File: src/rtl/reg_rename_file_pkg.sv
// rtl/reg_rename_file_pkg.sv - shared widths and id conventions for the rename register file
package reg_rename_file_pkg;

  // Width of ROB indices and rename tags
  localparam int ROB_WIDTH_BIT = 5;
  // Register index width (32 architectural registers)
  localparam int REG_NUM_BIT = 5;
  // x0 is hardwired to zero and is never renamed
  localparam int REG_X0 = 0;
  // A register id of 0 on a rename or commit port means "no operation"
  localparam int NOP_ID = 0;

endpackage

File: src/rtl/reg_rename_file_if.sv
// rtl/reg_rename_file_if.sv - ROB commit/rename, decoder operand and ROB query signal bundle
interface reg_rename_file_if #(
  parameter int ROB_SIZE_BIT = reg_rename_file_pkg::ROB_WIDTH_BIT,
  parameter int REG_NUM_BIT  = reg_rename_file_pkg::REG_NUM_BIT
);
  logic                    rdy_in;
  logic                    clear_flag;
  logic [REG_NUM_BIT-1:0]  new_reg_id;
  logic [ROB_SIZE_BIT-1:0] new_ROB_id;
  logic [REG_NUM_BIT-1:0]  write_reg_id;
  logic [31:0]             write_val;
  logic [ROB_SIZE_BIT-1:0] write_ROB_id;
  logic [REG_NUM_BIT-1:0]  rs1_reg;
  logic [REG_NUM_BIT-1:0]  rs2_reg;
  logic                    rs1_ready;
  logic [31:0]             rs1_val;
  logic [ROB_SIZE_BIT-1:0] rs1_tag;
  logic                    rs2_ready;
  logic [31:0]             rs2_val;
  logic [ROB_SIZE_BIT-1:0] rs2_tag;
  logic [ROB_SIZE_BIT-1:0] rob_q1_id;
  logic                    rob_q1_ready;
  logic [31:0]             rob_q1_val;
  logic [ROB_SIZE_BIT-1:0] rob_q2_id;
  logic                    rob_q2_ready;
  logic [31:0]             rob_q2_val;

  modport slave (
    input  rdy_in, clear_flag, new_reg_id, new_ROB_id, write_reg_id, write_val, write_ROB_id,
    input  rs1_reg, rs2_reg, rob_q1_ready, rob_q1_val, rob_q2_ready, rob_q2_val,
    output rs1_ready, rs1_val, rs1_tag, rs2_ready, rs2_val, rs2_tag, rob_q1_id, rob_q2_id
  );

  modport master (
    output rdy_in, clear_flag, new_reg_id, new_ROB_id, write_reg_id, write_val, write_ROB_id,
    output rs1_reg, rs2_reg, rob_q1_ready, rob_q1_val, rob_q2_ready, rob_q2_val,
    input  rs1_ready, rs1_val, rs1_tag, rs2_ready, rs2_val, rs2_tag, rob_q1_id, rob_q2_id
  );

endinterface

File: src/rtl/reg_rename_file_read_port.sv
// rtl/reg_rename_file_read_port.sv - one operand lookup with ROB query mux; optional REG_COMMIT_BYPASS_EN
module reg_read_port
  import reg_rename_file_pkg::*;
#(
  parameter int ROB_SIZE_BIT = reg_rename_file_pkg::ROB_WIDTH_BIT,
  parameter int REG_NUM_BIT  = reg_rename_file_pkg::REG_NUM_BIT
) (
  input  logic [REG_NUM_BIT-1:0]  rd_reg,
  input  logic [2**REG_NUM_BIT-1:0] busy,
  input  logic [ROB_SIZE_BIT-1:0] tag [2**REG_NUM_BIT],
  input  logic [31:0]             val [2**REG_NUM_BIT],
  input  logic [REG_NUM_BIT-1:0]  write_reg_id,
  input  logic [ROB_SIZE_BIT-1:0] write_ROB_id,
  input  logic [31:0]             write_val,
  input  logic                    rob_ready,
  input  logic [31:0]             rob_val,
  output logic                    ready,
  output logic [31:0]             rd_val,
  output logic [ROB_SIZE_BIT-1:0] rd_tag,
  output logic [ROB_SIZE_BIT-1:0] rob_id
);

  logic pending;

`ifndef REG_COMMIT_BYPASS_EN
  // Commit inputs only matter when the commit bypass is built in
  logic unused_commit;
  assign unused_commit = ^{write_reg_id, write_ROB_id, write_val};
`endif

  // Resolve the operand from the file, the ROB query, or leave it as a tag
  always_comb begin
    pending = (rd_reg != '0) && busy[rd_reg];
    ready   = 1'b1;
    rd_val  = val[rd_reg];
    rd_tag  = '0;
    rob_id  = '0;
    if (pending) begin
      rob_id = tag[rd_reg];
      rd_tag = tag[rd_reg];
`ifdef REG_COMMIT_BYPASS_EN
      if ((write_reg_id == rd_reg) && (tag[rd_reg] == write_ROB_id)) begin
        rd_val = write_val;
      end else
`endif
      if (rob_ready) begin
        rd_val = rob_val;
      end else begin
        ready  = 1'b0;
        rd_val = '0;
      end
    end
  end

endmodule

File: src/rtl/reg_rename_file.sv
// rtl/reg_rename_file.sv - architectural register file with per-register rename tags
module reg_rename_file
  import reg_rename_file_pkg::*;
#(
  parameter int ROB_SIZE_BIT = reg_rename_file_pkg::ROB_WIDTH_BIT,
  parameter int REG_NUM_BIT  = reg_rename_file_pkg::REG_NUM_BIT
) (
  input logic              clk_in,
  input logic              rst_in,
  reg_rename_file_if.slave bus
);

  localparam int NREG = 2 ** REG_NUM_BIT;

  logic [31:0]             val_q [NREG];
  logic [31:0]             val_d [NREG];
  logic [NREG-1:0]         busy_q;
  logic [NREG-1:0]         busy_d;
  logic [ROB_SIZE_BIT-1:0] tag_q [NREG];
  logic [ROB_SIZE_BIT-1:0] tag_d [NREG];

  // Next state: commit writes value, clear drops all busy, rename overrides commit
  always_comb begin
    val_d  = val_q;
    busy_d = busy_q;
    tag_d  = tag_q;
    if (bus.rdy_in) begin
      if (bus.write_reg_id != '0) begin
        val_d[bus.write_reg_id] = bus.write_val;
        if ((tag_q[bus.write_reg_id] == bus.write_ROB_id) && (bus.new_reg_id != bus.write_reg_id)) begin
          busy_d[bus.write_reg_id] = 1'b0;
        end
      end
      if (bus.clear_flag) begin
        busy_d = '0;
      end else if (bus.new_reg_id != '0) begin
        busy_d[bus.new_reg_id] = 1'b1;
        tag_d[bus.new_reg_id]  = bus.new_ROB_id;
      end
    end
    val_d[REG_X0]  = '0;
    busy_d[REG_X0] = 1'b0;
    tag_d[REG_X0]  = '0;
  end

  // Register state with asynchronous clear
  always_ff @(posedge clk_in or posedge rst_in) begin
    if (rst_in) begin
      busy_q <= '0;
      for (int i = 0; i < NREG; i++) begin
        val_q[i] <= '0;
        tag_q[i] <= '0;
      end
    end else begin
      busy_q <= busy_d;
      val_q  <= val_d;
      tag_q  <= tag_d;
    end
  end

  reg_read_port #(.ROB_SIZE_BIT(ROB_SIZE_BIT), .REG_NUM_BIT(REG_NUM_BIT)) u_port1 (
    .rd_reg       (bus.rs1_reg),
    .busy         (busy_q),
    .tag          (tag_q),
    .val          (val_q),
    .write_reg_id (bus.write_reg_id),
    .write_ROB_id (bus.write_ROB_id),
    .write_val    (bus.write_val),
    .rob_ready    (bus.rob_q1_ready),
    .rob_val      (bus.rob_q1_val),
    .ready        (bus.rs1_ready),
    .rd_val       (bus.rs1_val),
    .rd_tag       (bus.rs1_tag),
    .rob_id       (bus.rob_q1_id)
  );

  reg_read_port #(.ROB_SIZE_BIT(ROB_SIZE_BIT), .REG_NUM_BIT(REG_NUM_BIT)) u_port2 (
    .rd_reg       (bus.rs2_reg),
    .busy         (busy_q),
    .tag          (tag_q),
    .val          (val_q),
    .write_reg_id (bus.write_reg_id),
    .write_ROB_id (bus.write_ROB_id),
    .write_val    (bus.write_val),
    .rob_ready    (bus.rob_q2_ready),
    .rob_val      (bus.rob_q2_val),
    .ready        (bus.rs2_ready),
    .rd_val       (bus.rs2_val),
    .rd_tag       (bus.rs2_tag),
    .rob_id       (bus.rob_q2_id)
  );

endmodule
File: src/flat_wrapper.sv
// flat-port wrapper written by rule: the top's interface ports become plain ports
module reg_rename_file_flat import reg_rename_file_pkg::*;
#(
  parameter int ROB_SIZE_BIT = reg_rename_file_pkg::ROB_WIDTH_BIT,
  parameter int REG_NUM_BIT  = reg_rename_file_pkg::REG_NUM_BIT
)
  (clk_in, rst_in, bus_rdy_in, bus_clear_flag, bus_new_reg_id, bus_new_ROB_id, bus_write_reg_id, bus_write_val, bus_write_ROB_id, bus_rs1_reg, bus_rs2_reg, bus_rob_q1_ready, bus_rob_q1_val, bus_rob_q2_ready, bus_rob_q2_val, bus_rs1_ready, bus_rs1_val, bus_rs1_tag, bus_rs2_ready, bus_rs2_val, bus_rs2_tag, bus_rob_q1_id, bus_rob_q2_id);
  reg_rename_file_if #(.ROB_SIZE_BIT(ROB_SIZE_BIT), .REG_NUM_BIT(REG_NUM_BIT)) bus_i ();
  input logic clk_in;
  input logic rst_in;
  input wire logic [$bits(bus_i.rdy_in)-1:0] bus_rdy_in;
  input wire logic [$bits(bus_i.clear_flag)-1:0] bus_clear_flag;
  input wire logic [$bits(bus_i.new_reg_id)-1:0] bus_new_reg_id;
  input wire logic [$bits(bus_i.new_ROB_id)-1:0] bus_new_ROB_id;
  input wire logic [$bits(bus_i.write_reg_id)-1:0] bus_write_reg_id;
  input wire logic [$bits(bus_i.write_val)-1:0] bus_write_val;
  input wire logic [$bits(bus_i.write_ROB_id)-1:0] bus_write_ROB_id;
  input wire logic [$bits(bus_i.rs1_reg)-1:0] bus_rs1_reg;
  input wire logic [$bits(bus_i.rs2_reg)-1:0] bus_rs2_reg;
  input wire logic [$bits(bus_i.rob_q1_ready)-1:0] bus_rob_q1_ready;
  input wire logic [$bits(bus_i.rob_q1_val)-1:0] bus_rob_q1_val;
  input wire logic [$bits(bus_i.rob_q2_ready)-1:0] bus_rob_q2_ready;
  input wire logic [$bits(bus_i.rob_q2_val)-1:0] bus_rob_q2_val;
  output wire logic [$bits(bus_i.rs1_ready)-1:0] bus_rs1_ready;
  output wire logic [$bits(bus_i.rs1_val)-1:0] bus_rs1_val;
  output wire logic [$bits(bus_i.rs1_tag)-1:0] bus_rs1_tag;
  output wire logic [$bits(bus_i.rs2_ready)-1:0] bus_rs2_ready;
  output wire logic [$bits(bus_i.rs2_val)-1:0] bus_rs2_val;
  output wire logic [$bits(bus_i.rs2_tag)-1:0] bus_rs2_tag;
  output wire logic [$bits(bus_i.rob_q1_id)-1:0] bus_rob_q1_id;
  output wire logic [$bits(bus_i.rob_q2_id)-1:0] bus_rob_q2_id;
  assign bus_i.rdy_in = bus_rdy_in;
  assign bus_i.clear_flag = bus_clear_flag;
  assign bus_i.new_reg_id = bus_new_reg_id;
  assign bus_i.new_ROB_id = bus_new_ROB_id;
  assign bus_i.write_reg_id = bus_write_reg_id;
  assign bus_i.write_val = bus_write_val;
  assign bus_i.write_ROB_id = bus_write_ROB_id;
  assign bus_i.rs1_reg = bus_rs1_reg;
  assign bus_i.rs2_reg = bus_rs2_reg;
  assign bus_i.rob_q1_ready = bus_rob_q1_ready;
  assign bus_i.rob_q1_val = bus_rob_q1_val;
  assign bus_i.rob_q2_ready = bus_rob_q2_ready;
  assign bus_i.rob_q2_val = bus_rob_q2_val;
  assign bus_rs1_ready = bus_i.rs1_ready;
  assign bus_rs1_val = bus_i.rs1_val;
  assign bus_rs1_tag = bus_i.rs1_tag;
  assign bus_rs2_ready = bus_i.rs2_ready;
  assign bus_rs2_val = bus_i.rs2_val;
  assign bus_rs2_tag = bus_i.rs2_tag;
  assign bus_rob_q1_id = bus_i.rob_q1_id;
  assign bus_rob_q2_id = bus_i.rob_q2_id;
  reg_rename_file #(.ROB_SIZE_BIT(ROB_SIZE_BIT), .REG_NUM_BIT(REG_NUM_BIT)) u_core (.clk_in(clk_in), .rst_in(rst_in), .bus(bus_i));
endmodule
File: config.mk
export PLATFORM = sky130hd
export DESIGN_NAME = reg_rename_file_flat
export DESIGN_NICKNAME = d
export VERILOG_FILES = /design/src/rtl/reg_rename_file_pkg.sv /design/src/rtl/reg_rename_file_if.sv /design/src/rtl/reg_rename_file_read_port.sv /design/src/rtl/reg_rename_file.sv /design/src/flat_wrapper.sv
export SDC_FILE = /design/constraint.sdc
export NUM_CORES = 2
export LEC_CHECK = 0
export BUFFER_PORTS_ARGS = -buffer_cell sky130_fd_sc_hd__buf_2
export CAP_MARGIN = 20
export CORE_MARGIN = 2
export CORE_UTILIZATION = 35
export DETAILED_ROUTE_END_ITERATION = 8
export HOLD_SLACK_MARGIN = 0.05
export PLACE_DENSITY = 0.54
export SLEW_MARGIN = 20
export SYNTH_ARGS = -nofsm -noshare
export SYNTH_HDL_FRONTEND = slang
export SYNTH_SLANG_ARGS = --single-unit
export TNS_END_PERCENT = 30
File: constraint.sdc
create_clock -name clk_in -period 42.7 [get_ports clk_in]
set_clock_uncertainty 0.05 [all_clocks]
set_input_delay 2.135 -clock clk_in [delete_from_list [all_inputs] [get_ports clk_in]]
set_output_delay 2.135 -clock clk_in [all_outputs]
set_load 0.01 [all_outputs]
==> results.py <==
metrics = {
    "logic_synthesis": {
        "synth_fa_ha_area_share_pct": 0,
        "yosysWarningCount": 0,
        "async_flop_share_pct": 100,
        "synth-xor-area-share_pct": 0.134,
        "synthMuxAreaShare_pct": 43.9,
        "yosysSeqAreaShare_pct": 45.2,
        "synth_simple_gate_area_share_pct": 4.06,
        "synth_top_family_by_area": "multiplexers",
        "synthFlopType": "dfrtp_1",
        "syn_area_per_cell_um2": 14.4,
        "synth_edf_count": 0,
        "ys_types": 48,
        "synth-seq-cells": 1178,
        "netlist_area_um2": 65300,
        "synth-compound-area-share_pct": 3.44,
        "synth_nets": 4651,
        "syn_inst": 4519,
    },
    "floorplanning": {
        "die_area_um2": 190000,
        "pin_count": 218,
        "rows": 158,
        "die_y_um": 436,
        "start_util_pct": 35.2,
        "core_um2": 185000,
        "fp.dieW_um": 436,
    },
    "clock_tree": {
        "holdBufCountCts": 0,
        "cts_resized": 0,
        "cts_setup_buffers": 0,
        "clkTransAtPathRegs_ns": 0.06,
        "cts_max_path_buffers": 3,
        "cts_tree": "built",
        "cts-root-buf": "clkbuf_16",
        "cts_buffers": 135,
        "cts.htree.levels": 4,
        "clock_latency_ns": 0.78,
        "cts_num_sinks": 1178,
    },
    "min_path": {
        "min_path_cells": 2,
        "hold_class": "flop to flop",
    },
    "power": {
        "leakagePower_nw": 31.3,
        "power_density_nw_per_um2": 45.7,
        "p_total_mw": 3.33,
        "ir_drop_v": 0.0000445,
    },
    "timing": {
        "fmax_mhz": 106,
        "fin_setup_tns_ns": 0,
        "tightest_slew_ns": 1.18,
        "fin_crit_sh_pct": 22.1,
        "slew_headroom_pct": 20.8,
        "setup_viol": 0,
        "rsz0062_at_grt": "false",
        "finalMaxSlewViolations": 0,
        "fin_crit_ns": 9.42,
        "final-hold-violation-count": 0,
    },
    "layout": {
        "drive_gt1_share_pct": 51.6,
        "nets": 4620,
        "fin_util_pct": 39.3,
        "layout_commonest_cell": "dfrtp_1",
        "area_delta_synth_final_pct": 11.7,
        "fin_area_um2": 72900,
        "layout_common_cells": "dfrtp_1 (1178), mux2_2 (1112), mux4_2 (686)",
    },
    "routing": {
        "detail-route-antenna-nets": 0,
        "dr.pass1.iters": 5,
        "first_iter_violations": 3403,
        "wl_per_cell_um": 30.7,
        "drc": 0,
        "vias": 42000,
        "routed_wl_um": 217000,
        "vias_per_cell": 5.95,
    },
    "setup_path": {
        "critPathMaxFanout": 50,
        "worstSetupPathType": "input pin to output pin",
        "end_kind": "output pin",
        "ff2ff_path_depth": 9,
        "required_ns": 40.51,
        "cp-start-kind": "input pin",
        "worstPathArrival_ns": 7.24,
    },
    "grt": {
        "antenna_found_initial": 18,
        "grt_max_degree": 136,
        "globalRouteOverflowTotal": 0,
        "track_usage_pct": 22.7,
        "grt_first_pass_wirelength_um": 316000,
        "grt_pass1_vias": 43500,
    },
    "place": {
        "place_congestion": 0.812,
        "placed_area_um2": 68500,
        "io_buffers": 217,
        "dp_hpwl_um": 118000,
    },
    "outcome": {
        "outcome": "completed",
    },
    "job": {
        "drv_cap": 0,
    },
}
## synthesized netlist by cell type, types with 2 or more instances
cell / number / area, um^2
dfrtp_1: 1178 / 29500
mux2_2: 1112 / 12500
mux4_2: 686 / 15400
nand2_1: 419 / 1570
clkbuf_1: 328 / 1230
o21ai_0: 90 / 450
buf_2: 88 / 440
nor2_1: 70 / 263
mux2i_1: 69 / 691
a22o_1: 63 / 552
nand2b_1: 61 / 382
a21oi_1: 53 / 265
o211ai_1: 53 / 398
buf_1: 39 / 146
inv_1: 31 / 116
buf_4: 23 / 173
a31oi_1: 19 / 119
o22ai_1: 15 / 93.8
a2111oi_0: 12 / 105
a221oi_1: 12 / 105
nand3_1: 9 / 45.0
nor3_1: 9 / 45.0
nand3b_1: 7 / 52.6
nor2b_1: 7 / 43.8
xnor2_1: 7 / 61.3
nand4_1: 6 / 37.5
nor3b_1: 6 / 45.0
or2_2: 6 / 37.5
a22oi_1: 4 / 30.0
or3_1: 4 / 25.0
a41oi_1: 3 / 26.3
and3_1: 3 / 18.8
nor4_1: 3 / 18.8
or3b_2: 3 / 26.3
xor2_1: 3 / 26.3
a32oi_1: 2 / 17.5
and2_1: 2 / 12.5
buf_6: 2 / 22.5
o221ai_1: 2 / 17.5
o31ai_1: 2 / 15.0
## state kept, by name, summed over array words and instances, names as in the netlist
signal and cells:
u_core.busy_q 31, u_core.tag_q 155, u_core.val_q 992
## path summary, 6_finish.rpt
kind	from	end	slack, ns
min	u_core.val_q[440]$_DFFE_PP0P_	u_core.val_q[440]$_DFFE_PP0P_	0.44
max in group asynchronous	rst_in	u_core.val_q[48]$_DFFE_PP0P_	37.18
max	bus_rs1_reg[0]	bus_rs1_val[0]	33.28
max reg2reg	u_core.tag_q[62]$_DFFE_PP0P_	u_core.busy_q[16]$_DFFE_PP0P_	39.37
min in group asynchronous	rst_in	u_core.val_q[356]$_DFFE_PP0P_	1.49
min reg2reg	u_core.val_q[440]$_DFFE_PP0P_	u_core.val_q[440]$_DFFE_PP0P_	0.44
## area by class of cell
cell class | count | area (um^2)
fillers | 17400 | 113000
multi-input cells | 2828 | 33900
flip-flops and latches | 1178 | 29500
clock buffers | 198 | 4050
well taps | 2480 | 3100
repair buffers | 313 | 1910
clock inverters | 33 | 342
inverters | 32 | 128
diodes | 4 | 10.0
## critical path, stage by stage
cell and delay (ns):
buf_8 0.41, buf_4 0.82, buf_4 0.83, buf_4 0.76
mux4_2 0.58, mux4_2 0.46, o211ai_1 0.54, o21ai_0 0.19
buf_2 0.18
## stage by stage
step                      cells  setup WS [ns]  hold WS (ns)
after floorplan            4519           7.33         0.407
after global placement     6831          32.96         0.421
after detailed placement   6831          33.01         0.429
after CTS                  7062          32.99         0.444
after global routing       7066          32.85         0.468
final                      7066          33.28         0.443
## layer usage
| layer | global-route usage (%) | part of all wire [%] |
|---|---|---|
| met5 | 0 | 0.045 |
| met4 | 8.19 | 3.7 |
| met3 | 3.90 | 5.8 |
| met2 | 37.5 | 49 |
| met1 | 30.1 | 42 |
## report_power, final
part / internal (mW) / switching, mW / total [mW]
registers: 1.32 / 0.150 / 1.47
logic: 0.416 / 0.275 / 0.690
clock network: 0.690 / 0.480 / 1.17
total: 2.43 / 0.905 / 3.33
## kinds of logic after synthesis
logic type	count (synthesis)
flip-flops	1178
XOR/XNOR	10
AND/OR/NAND/NOR	616
buffers and inverters	513
multiplexers	1867
AO/OA/AOI/OAI	335
No activity file was read; power rests on OpenSTA's default activity.
